--- config.mk ---
export PLATFORM = sky130hd
export DESIGN_NAME = cory_arb4_pkt_flat
export DESIGN_NICKNAME = d
export VERILOG_FILES = /design/src/rtl/cory_arb4_pkt_pkg.sv /design/src/rtl/cory_arb4_pkt_if.sv /design/src/rtl/cory_rr_pick4.sv /design/src/rtl/cory_arb4_pkt.sv /design/src/flat_wrapper.sv
export SDC_FILE = /design/constraint.sdc
export NUM_CORES = 1
export LEC_CHECK = 0
export ABC_CLOCK_PERIOD_IN_PS = 4400
export CAP_MARGIN = 20
export CORE_MARGIN = 10
export CORE_UTILIZATION = 38
export DETAILED_ROUTE_END_ITERATION = 7
export PLACE_DENSITY_LB_ADDON = 0.15
export SLEW_MARGIN = 20
export SYNTH_ARGS = -nofsm -noshare
export SYNTH_HDL_FRONTEND = slang
export SYNTH_HIERARCHICAL = 1
export SYNTH_SLANG_ARGS = --single-unit
--- constraint.sdc ---
create_clock -name clk -period 4.4 [get_ports clk]
set_clock_uncertainty 0.1 [all_clocks]
set_input_delay 0.44 -clock clk [delete_from_list [all_inputs] [get_ports clk]]
set_output_delay 0.44 -clock clk [all_outputs]
set_load 0.005 [all_outputs]
--- src/rtl/cory_arb4_pkt_pkg.sv ---
// Shared constants for the cory_arb4_pkt arbiter and its round-robin picker.
// Package is named cory_pkg so other cory arbiters can reuse it.
package cory_pkg;

  localparam int unsigned AW = 2;
  localparam int unsigned NP = 4;

  typedef enum logic {
    ST_IDLE = 1'b0,
    ST_LOCK = 1'b1
  } state_e;

  // Next round-robin start position; 2-bit wrap takes 3 back to 0.
  function automatic logic [AW-1:0] inc_ptr(input logic [AW-1:0] p);
    return p + AW'(1);
  endfunction

endpackage

--- src/rtl/cory_arb4_pkt_if.sv ---
// Four-source valid/ready bundle plus the shared output channel of cory_arb4_pkt.
// Signal prefixes are from the arbiter's point of view (i_ into it, o_ out of it).
interface cory_arb4_pkt_if #(
  parameter int unsigned N = 8
);

  logic [3:0]        i_a_v;
  logic [3:0][N-1:0] i_a_d;
  logic [3:0]        i_a_l;
  logic [3:0]        o_a_r;

  logic                     o_z_v;
  logic [N-1:0]             o_z_d;
  logic                     o_z_l;
  logic [cory_pkg::AW-1:0]  o_z_s;
  logic                     i_z_r;
  logic                     o_busy;

  modport slave (
    input  i_a_v, i_a_d, i_a_l, i_z_r,
    output o_a_r, o_z_v, o_z_d, o_z_l, o_z_s, o_busy
  );

  modport master (
    output i_a_v, i_a_d, i_a_l, i_z_r,
    input  o_a_r, o_z_v, o_z_d, o_z_l, o_z_s, o_busy
  );

endinterface

--- src/rtl/cory_rr_pick4.sv ---
// Combinational 4-way picker: first set bit of i_v scanning from i_ptr upward, mod 4.
module cory_rr_pick4
  import cory_pkg::*;
(
  input  logic [3:0]    i_v,
  input  logic [AW-1:0] i_ptr,
  output logic          o_found_c,
  output logic [AW-1:0] o_idx_c
);

  logic [7:0]    w_dbl;
  logic [3:0]    w_rot;
  logic [AW-1:0] w_off;

  // Rotate so bit 0 of w_rot is the port at i_ptr.
  assign w_dbl = {i_v, i_v};
  assign w_rot = 4'(w_dbl >> i_ptr);

  always_comb begin
    w_off = '0;
    casez (w_rot)
      4'b???1: w_off = AW'(0);
      4'b??10: w_off = AW'(1);
      4'b?100: w_off = AW'(2);
      4'b1000: w_off = AW'(3);
      default: w_off = '0;
    endcase
  end

  assign o_found_c = |i_v;
  assign o_idx_c   = i_ptr + w_off;

endmodule

--- src/rtl/cory_arb4_pkt.sv ---
// Four-requester packet arbiter with registered output stage and source tag.
// Define CORY_ARB4_PKT_PKT_EN to hold grants for whole packets; otherwise every beat is a packet.
module cory_arb4_pkt
  import cory_pkg::*;
#(
  parameter int unsigned N     = 8,
  parameter bit          ROUND = 1'b1
) (
  input logic             clk,
  input logic             reset_n,
  cory_arb4_pkt_if.slave  bus
);

  state_e        r_state;
  state_e        w_state_nxt;
  logic [AW-1:0] r_ptr;
  logic [AW-1:0] r_own;

  logic          r_z_v;
  logic [N-1:0]  r_z_d;
  logic          r_z_l;
  logic [AW-1:0] r_z_s;

  logic          w_ld;
  logic          w_found;
  logic [AW-1:0] w_cand;
  logic [AW-1:0] w_sel;
  logic [3:0]    w_rdy;
  logic          w_acc;
  logic          w_last;

  // Output register can take a beat when empty or draining this cycle.
  assign w_ld = ~r_z_v | bus.i_z_r;

  cory_rr_pick4 u_pick (
    .i_v       (bus.i_a_v),
    .i_ptr     (r_ptr),
    .o_found_c (w_found),
    .o_idx_c   (w_cand)
  );

  always_ff @(posedge clk or negedge reset_n) begin
    if (!reset_n) r_state <= ST_IDLE;
    else          r_state <= w_state_nxt;
  end

  // Grant selection, readies and next state.
  always_comb begin
    w_state_nxt = r_state;
    w_rdy       = '0;
    w_sel       = w_cand;
    w_acc       = 1'b0;
    w_last      = 1'b1;
    case (r_state)
      ST_IDLE: begin
        w_sel        = w_cand;
        w_rdy[w_sel] = w_ld & w_found;
      end
      ST_LOCK: begin
        w_sel        = r_own;
        w_rdy[w_sel] = w_ld;
      end
      default: begin
        w_sel = w_cand;
      end
    endcase
    w_acc = |(w_rdy & bus.i_a_v);
`ifdef CORY_ARB4_PKT_PKT_EN
    w_last = bus.i_a_l[w_sel];
`else
    w_last = 1'b1;
`endif
    if (w_acc) w_state_nxt = w_last ? ST_IDLE : ST_LOCK;
  end

`ifndef CORY_ARB4_PKT_PKT_EN
  logic w_unused_l;
  assign w_unused_l = ^bus.i_a_l;
`endif

  // Output register, rotation pointer and packet owner.
  always_ff @(posedge clk or negedge reset_n) begin
    if (!reset_n) begin
      r_z_v <= 1'b0;
      r_z_d <= '0;
      r_z_l <= 1'b0;
      r_z_s <= '0;
      r_ptr <= '0;
      r_own <= '0;
    end else begin
      if (w_acc) begin
        r_z_v <= 1'b1;
        r_z_d <= bus.i_a_d[w_sel];
        r_z_l <= w_last;
        r_z_s <= w_sel;
        if (w_last) r_ptr <= ROUND ? inc_ptr(w_sel) : '0;
        else        r_own <= w_sel;
      end else if (bus.i_z_r) begin
        r_z_v <= 1'b0;
      end
    end
  end

`ifdef CORY_ARB4_PKT_PKT_EN
  logic r_busy;

  always_ff @(posedge clk or negedge reset_n) begin
    if (!reset_n) r_busy <= 1'b0;
    else          r_busy <= (w_state_nxt == ST_LOCK);
  end

  assign bus.o_busy = r_busy;
`else
  assign bus.o_busy = 1'b0;
`endif

  assign bus.o_a_r = w_rdy;
  assign bus.o_z_v = r_z_v;
  assign bus.o_z_d = r_z_d;
  assign bus.o_z_l = r_z_l;
  assign bus.o_z_s = r_z_s;

endmodule

--- src/flat_wrapper.sv ---
// flat-port wrapper written by rule: the top's interface ports become plain ports
module cory_arb4_pkt_flat import cory_pkg::*;
#(
  parameter int unsigned N     = 8,
  parameter bit          ROUND = 1'b1
)
  (clk, reset_n, bus_i_a_v, bus_i_a_d, bus_i_a_l, bus_i_z_r, bus_o_a_r, bus_o_z_v, bus_o_z_d, bus_o_z_l, bus_o_z_s, bus_o_busy);
  cory_arb4_pkt_if #(.N(N)) bus_i ();
  input logic clk;
  input logic reset_n;
  input wire logic [$bits(bus_i.i_a_v)-1:0] bus_i_a_v;
  input wire logic [$bits(bus_i.i_a_d)-1:0] bus_i_a_d;
  input wire logic [$bits(bus_i.i_a_l)-1:0] bus_i_a_l;
  input wire logic [$bits(bus_i.i_z_r)-1:0] bus_i_z_r;
  output wire logic [$bits(bus_i.o_a_r)-1:0] bus_o_a_r;
  output wire logic [$bits(bus_i.o_z_v)-1:0] bus_o_z_v;
  output wire logic [$bits(bus_i.o_z_d)-1:0] bus_o_z_d;
  output wire logic [$bits(bus_i.o_z_l)-1:0] bus_o_z_l;
  output wire logic [$bits(bus_i.o_z_s)-1:0] bus_o_z_s;
  output wire logic [$bits(bus_i.o_busy)-1:0] bus_o_busy;
  assign bus_i.i_a_v = bus_i_a_v;
  assign bus_i.i_a_d = bus_i_a_d;
  assign bus_i.i_a_l = bus_i_a_l;
  assign bus_i.i_z_r = bus_i_z_r;
  assign bus_o_a_r = bus_i.o_a_r;
  assign bus_o_z_v = bus_i.o_z_v;
  assign bus_o_z_d = bus_i.o_z_d;
  assign bus_o_z_l = bus_i.o_z_l;
  assign bus_o_z_s = bus_i.o_z_s;
  assign bus_o_busy = bus_i.o_busy;
  cory_arb4_pkt #(.N(N), .ROUND(ROUND)) u_core (.clk(clk), .reset_n(reset_n), .bus(bus_i));
endmodule
==> impl_results.md, run 1 <==
- Final setup margin: 729 ps
- Dominant cell type by area after synthesis: dfrtp_1
- Layout cells sized above 1: approximately 22%
- Synth warn: 6
- Critical path launch point type: input port
- Largest cells by area after synthesis: dfrtp_1 33%, mux4_2 17%, mux2_4 11%
- WL/cell: ~17 µm
- Die Span X: roughly 73 µm
- Placed insts: roughly 160
- Number of max-cap violations: 0
- Fin. Hold Viols: 0
- I/O pin count: 60
- Crit path arrival time: 3130 ps
- Sequential fraction of the synthesis area: 32.6%
- Worst Path Max Fanout: 11
- Post-synth top cells: 14 x dfrtp_1, 8 x mux2_4, 8 x mux4_2, 5 x ha_1
- Non-Filler Instances: roughly 170
- # rows: 19
- Largest net degree at the start of global routing: 15
- Clock Latency Late Sink: about 270 ps
- Die Area: approximately 5400 µm²
- Max VDD drop: 554 µV
- Top-count cell post-synth: dfrtp_1
- Status: finished clean
- Tot GR Track Use: roughly 11%
- Diode count: 0
- Grt total ovfl: 0
- Initial antenna violation count: 0
- RSZ-0062 raised after global routing: false
- Layout area overhead: 52.4%
- Minimum clock period after layout: roughly 3700 ps
- Die height: 73.2 µm
- CTS tree: built
- Global-route wire length before repair: roughly 4700 µm
- #FFs+latches synth: 14
- EDFF count, synth: 0
- Top-area cell type share of the netlist area: 32.6%
- Final RePlAce weighted congestion: ~0.69
- Fin util: 59.9%
- Core ar.: 2730 µm²
- Detailed placer's ending HPWL: ~2400 µm
- IO Port Bufs: 54
- Pre-CTS setup slack: 561 ps
- Fill cells: ~250
- Average cell area after synthesis: about 13 µm²
- Dpl cell area: around 1600 µm²
- Routed Antenna Nets: 0
- Total CTS buffers: 3
- Root Driver: clkbuf_4
- CP endpoint kind: primary output
- Slew Limit Fails: 0
- Most used DFF post-synth: dfrtp_1
- WL final: 2780 µm
- Vias: ~860
- CP required: 3860 ps
- H-tree levels: 1
- # DRC: 0
- Setup Fix Bufs, Post-CTS: 0
- Hold Path Class: register to register
- Tot Pwr: about 1.4 mW
- Nets@finish: 185
- Tcrit/Tclk final: between 80% and 90%
- Clock-pin slew on the worst setup and hold paths: around 70 ps
- Vias in the first global route: roughly 1k
- Synth cell types: 30
- Mapped Nets: approximately 130
- Post-route cell area: 1640 µm²
- Relative slew slack: between 50 and 60%
- Critical path class: input port to primary output
- Fmax: 0.272 GHz
- Drt pass-1 iters: 4
- Synth Cell Area: ~1100 µm²
- Worst-case hold slack: 368 ps
- 1st-iter DRT viols: 55
- Starting density of the core: 39.3%
- Number of gates resized after CTS: 0
- Ys async rst share: 100%
- Final TNS setup: 0 ps
- Lkg Pwr: 0.681 nW
- CTS Sinks: 14
- Pwr/cell area: 848 nW/µm²
- Via-to-Cell Ratio: about 5.2
- Hold buffers post-CTS: 0
- Synth Instances: a little over 80
- Clock buffer depth: 2
- Worst slew pin tran: 607 ps
- Endpoints failing setup: 0
## routing by layer
metal | routed length, µm | global-route usage [%] | vias to the layer above
met1 | 960 | 9.82 | 409
met3 | 348 | 7.35 | 4
met4 | 23 | 2.95 | 0
li1 | - | - | 414
met2 | 1450 | 20.1 | 34
met5 | 0 | 0 | -
## final cells by class
type                    count  area (µm²)  area share, %
flip-flops and latches     14         350           21.4
multi-input cells          59         658           40.2
inverters                   3        11.3          0.688
clock buffers               3        22.5           1.38
well taps                  31        38.8           2.37
repair buffers             56         556           33.9
## cells by family after synthesis
group / synth area share (%)
buffers and inverters: 6.06
AO/OA/AOI/OAI: 9.32
other: 0.349
XOR/XNOR: 1.63
AND/OR/NAND/NOR: 12.0
adder cells (fa/ha/maj): 5.83
multiplexers: 32.2
flip-flops: 32.6
## state kept, by name, indices dropped and copies added (netlist names)
name	flops
u_core/bus.o_z_l	1
u_core/r_ptr	2
u_core/bus.o_z_d	8
u_core/bus.o_z_v	1
u_core/bus.o_z_s	2
## worst max-delay path, cell delays in order
cell	delay, ps
clkdlybuf4s50_1	630
nand2_1	90
a21oi_1	150
o2bb2ai_1	80
o21a_1	170
ha_1	180
xnor2_1	130
xnor2_1	210
buf_4	230
ha_1	180
and3_1	150
clkdlybuf4s50_1	500
## power breakdown
| part | internal, mW | switching (mW) |
|---|---|---|
| Sequential | 0.202 | 0.0521 |
| Combinational | 0.671 | 0.396 |
| Clock | 0.0317 | 0.0363 |
## worst paths after layout
path | startpoint | end | slack, ps | cells after the start
hold / removal | u_core/bus.o_z_l | u_core/bus.o_z_l | 370 | 1
hold reg to reg | u_core/bus.o_z_l | u_core/bus.o_z_l | 370 | 1
min in group asynchronous | reset_n | u_core/bus.o_z_l | 450 | 1
max in group asynchronous | reset_n | u_core/bus.o_z_d[3] | 3360 | 1
setup / recovery | bus_i_a_v[2] | bus_o_a_r[2] | 730 | 12
setup reg to reg | u_core/r_ptr[1] | u_core/bus.o_z_d[3] | 1120 | 12
## placed cells by master, fill, tap and decap left out
master	Yosys	routed
dfrtp_1	14	14
mux4_2	8	8
o2bb2ai_1	1	1
or4_1	1	1
ha_1	5	5
nand2_1	3	3
nor3b_2	1	1
o21a_1	1	1
conb_1	1	1
nor2b_1	2	2
a21oi_1	2	2
nand2b_1	3	3
nor3_1	2	2
inv_1	3	3
o211ai_1	2	2
nor3b_1	1	1
clkdlybuf4s50_1	0	54
and3_1	4	4
buf_4	1	2
clkbuf_4	0	3
nor2_1	1	1
mux2_4	8	8
a211oi_1	1	1
xnor2_1	2	2
and3b_2	2	2
o31ai_2	1	1
a22o_1	2	2
o211ai_4	1	1
mux2_2	4	4
Note: power is estimated with default switching activity, not from simulation.
==> run 2, diff against run 1 <==
- ABC_CLOCK_PERIOD_IN_PS: 4400 -> 3500
- clock period: 4.4 -> 3.5 ns (I/O delays scaled with it)
==> run 2 against run 1 <==
Against the previous run:
- combinational power is 44% higher
- utilization is 3.9 points higher
- sequential power is 26% higher
- global-route usage is 0.54 points higher
- critical path depth is 1 lower
- first-iteration DRC count is 5.5% lower
- critical path type is now register to primary output
==> impl_results.md, run 2 (synthesized netlist as in run 1, its figures left out) <==
- Part of the power in combinational logic: 77.8% (was 76.8%)
- Core ar.: 2730 µm² (unchanged)
- CTS Sinks: 14 (unchanged)
- Pre-CTS setup slack: 36.0 ps (was 561 ps)
- Starting density of the core: 39.3% (unchanged)
- Status: finished clean (unchanged)
- Tcrit/Tclk final: between 90% and 100%
- Met1 Resource Use GR: 12.4% (was 9.82%)
- Crit path arrival time: 2870 ps (was 3130 ps)
- Hold Path Class: input port to async pin (was register to register)
- Register area: 352 µm² (was 350 µm²)
- Worst r2r src: u_core/r_ptr[1] (unchanged)
- Tot GR Track Use: 11.7% (was 11.1%)
- CP required: 3050 ps (was 3860 ps)
- Fin util: 63.8% (was 59.9%)
- Tot Pwr: 1.98 mW (was 1.39 mW)
- Net Switching: 0.674 mW (was 0.484 mW)
- H-tree levels: 1 (unchanged)
- Clock-pin slew on the worst setup and hold paths: 90 ps (was 70 ps)
- Largest net degree at the start of global routing: 15 (unchanged)
- Max reg flops: 8 (unchanged)
- Share of total power in the clock network: 6.0% (was 4.9%)
- Seq pwr share: 16.2% (was 18.3%)
- Lkg Pwr: 0.760 nW (was 0.681 nW)
- Total CTS buffers: 3 (unchanged)
- Max VDD drop: 645 µV (was 554 µV)
- 1st-iter DRT viols: 52 (was 55)
- Clock buffer depth: 2 (unchanged)
- Layout cells sized above 1: 29.2% (was 22.2%)
- Clock Latency Late Sink: 280 ps (was 270 ps)
- Relative slew slack: 55.8% (was 59.4%)
- Diode count: 0 (unchanged)
- Placed insts: 168 (was 163)
- Gr busiest metal: met2 (unchanged)
- Final setup margin: 182 ps (was 729 ps)
- I/O pin count: 60 (unchanged)
- Reg-to-reg setup timing slack: 410 ps (was 1120 ps)
- Net Sw Frac: 34.1% (was 34.9%)
- Initial antenna violation count: 0 (unchanged)
- CP endpoint kind: primary output (unchanged)
- End of the worst register-to-register path: u_core/bus.o_z_d[3] (unchanged)
- Die height: 73.2 µm (unchanged)
- Minimum clock period after layout: around 3300 ps
- CTS tree: built (unchanged)
- Worst Reg2Reg Path Length in Cells: 13 (was 12)
- Area used by multi-input combinational logic: 673 µm² (was 658 µm²)
- Critical path class: register to primary output (was input port to primary output)
- Routed Antenna Nets: 0 (unchanged)
- Vias in the first global route: 1016 (was 1013)
- Detailed placer's ending HPWL: 2560 µm (was 2360 µm)
- Worst slew pin tran: 662 ps (was 607 ps)
- Met2 Usage GRT: 20.3% (was 20.1%)
- Layout area overhead: 62.5% (was 52.4%)
- Non-Filler Instances: 175 (was 166)
- Number of max-cap violations: 0 (unchanged)
- Internal power: 1.31 mW (was 0.904 mW)
- Commonest non-fill, non-tap cell in the layout: clkdlybuf4s50_1 (unchanged)
- # DRC: 0 (unchanged)
- Met3 GRT Util: 6.26% (was 7.35%)
- # rows: 19 (unchanged)
- Die Area: 5350 µm² (unchanged)
- IO Port Bufs: 54 (unchanged)
- Critical path launch point type: register (was input port)
- Nets@finish: 193 (was 185)
- Vias: 910 (was 861)
- Pwr/cell area: 1140 nW/µm² (was 848 nW/µm²)
- Die Span X: 73.2 µm (unchanged)
- WL/cell: 17.3 µm (was 16.7 µm)
- Via-to-Cell Ratio: 5.20 (was 5.19)
- Most frequent cells in the layout: 52 x clkdlybuf4s50_1, 13 x dfrtp_1, 9 x buf_4 (was 54 x clkdlybuf4s50_1, 14 x dfrtp_1, 8 x mux4_2, 8 x mux2_4, 5 x ha_1)
- Drt pass-1 iters: 4 (unchanged)
- Global-route wire length before repair: 4970 µm (was 4660 µm)
- Fill cells: 230 (was 252)
- Final RePlAce weighted congestion: 0.775 (was 0.688)
- Fin. Hold Viols: 0 (unchanged)
- Dpl cell area: 1660 µm² (was 1610 µm²)
- Worst-case hold slack: 362 ps (was 368 ps)
- Worst Path Max Fanout: 11 (unchanged)
- Slew Limit Fails: 0 (unchanged)
- Hold buffers post-CTS: 0 (unchanged)
- Post-route cell area: 1740 µm² (was 1640 µm²)
- Grt total ovfl: 0 (unchanged)
- Root Driver: clkbuf_4 (unchanged)
- WL final: 3030 µm (was 2780 µm)
- Endpoints failing setup: 0 (unchanged)
- Fmax: between 0.3 and 0.4 GHz
- Final TNS setup: 0 ps (unchanged)
-- run 2: changes by cell type in the layout (fill, tap and decap cells not counted), sizes merged --
cell	delta
buf	+8
clkdlybuf4s50	-2
dlymetal6s2s	+2
clkbuf	+1
-- run 2: area by class of cell --
class,instances,area share [%]
flip-flops and latches,14,20.2
inverters,3,0.646
well taps,31,2.22
repair buffers,64,36.3
clock buffers,4,2.08
multi-input cells,59,38.6
-- run 2: worst max-delay path by stage --
stage | from | end | slack [ps] | cells past startpoint
after floorplan | u_core/r_ptr[1] | u_core/bus.o_z_d[0] | 190 | 15
after global placement | bus_i_a_v[1] | bus_o_a_r[2] | 90 | 12
after detailed placement | bus_i_a_v[1] | bus_o_a_r[3] | 40 | 12
after CTS | bus_i_a_v[1] | bus_o_a_r[3] | 20 | 12
after global routing | u_core/r_ptr[1] | bus_o_a_r[2] | -10 | 11
final | u_core/r_ptr[1] | bus_o_a_r[3] | 180 | 11
-- run 2: per-layer routing --
metal  wire length [µm]  share of wire [%]
met5                  0                  0
met4                 20               0.66
met3                308                 10
met2               1580                 52
met1               1120                 37
-- run 2: power groups by stage --
stage,clock (mW),sequential (mW),combinational [mW]
final,0.119,0.321,1.54
after global routing,0.131,0.338,1.67
after CTS,0.123,0.318,1.48
after detailed placement,0,0.321,1.47
after global placement,0,0.314,1.44
after floorplan,0,0.308,1.03
-- run 2: timing repair --
item                                    4_1_cts  5_1_grt
endpoints found under the setup margin        0        4
buffers inserted                              0        3
gates resized for setup                       0        5
-- run 2: worst max-delay path, stage by stage (launching register included) --
cell,delay (ps)
dfrtp_2,490
nand2b_1,170
a21oi_1,140
o211ai_1,90
o21a_1,140
ha_1,210
xnor2_2,200
xnor2_2,150
buf_4,170
ha_1,160
and3_1,150
clkdlybuf4s50_1,510
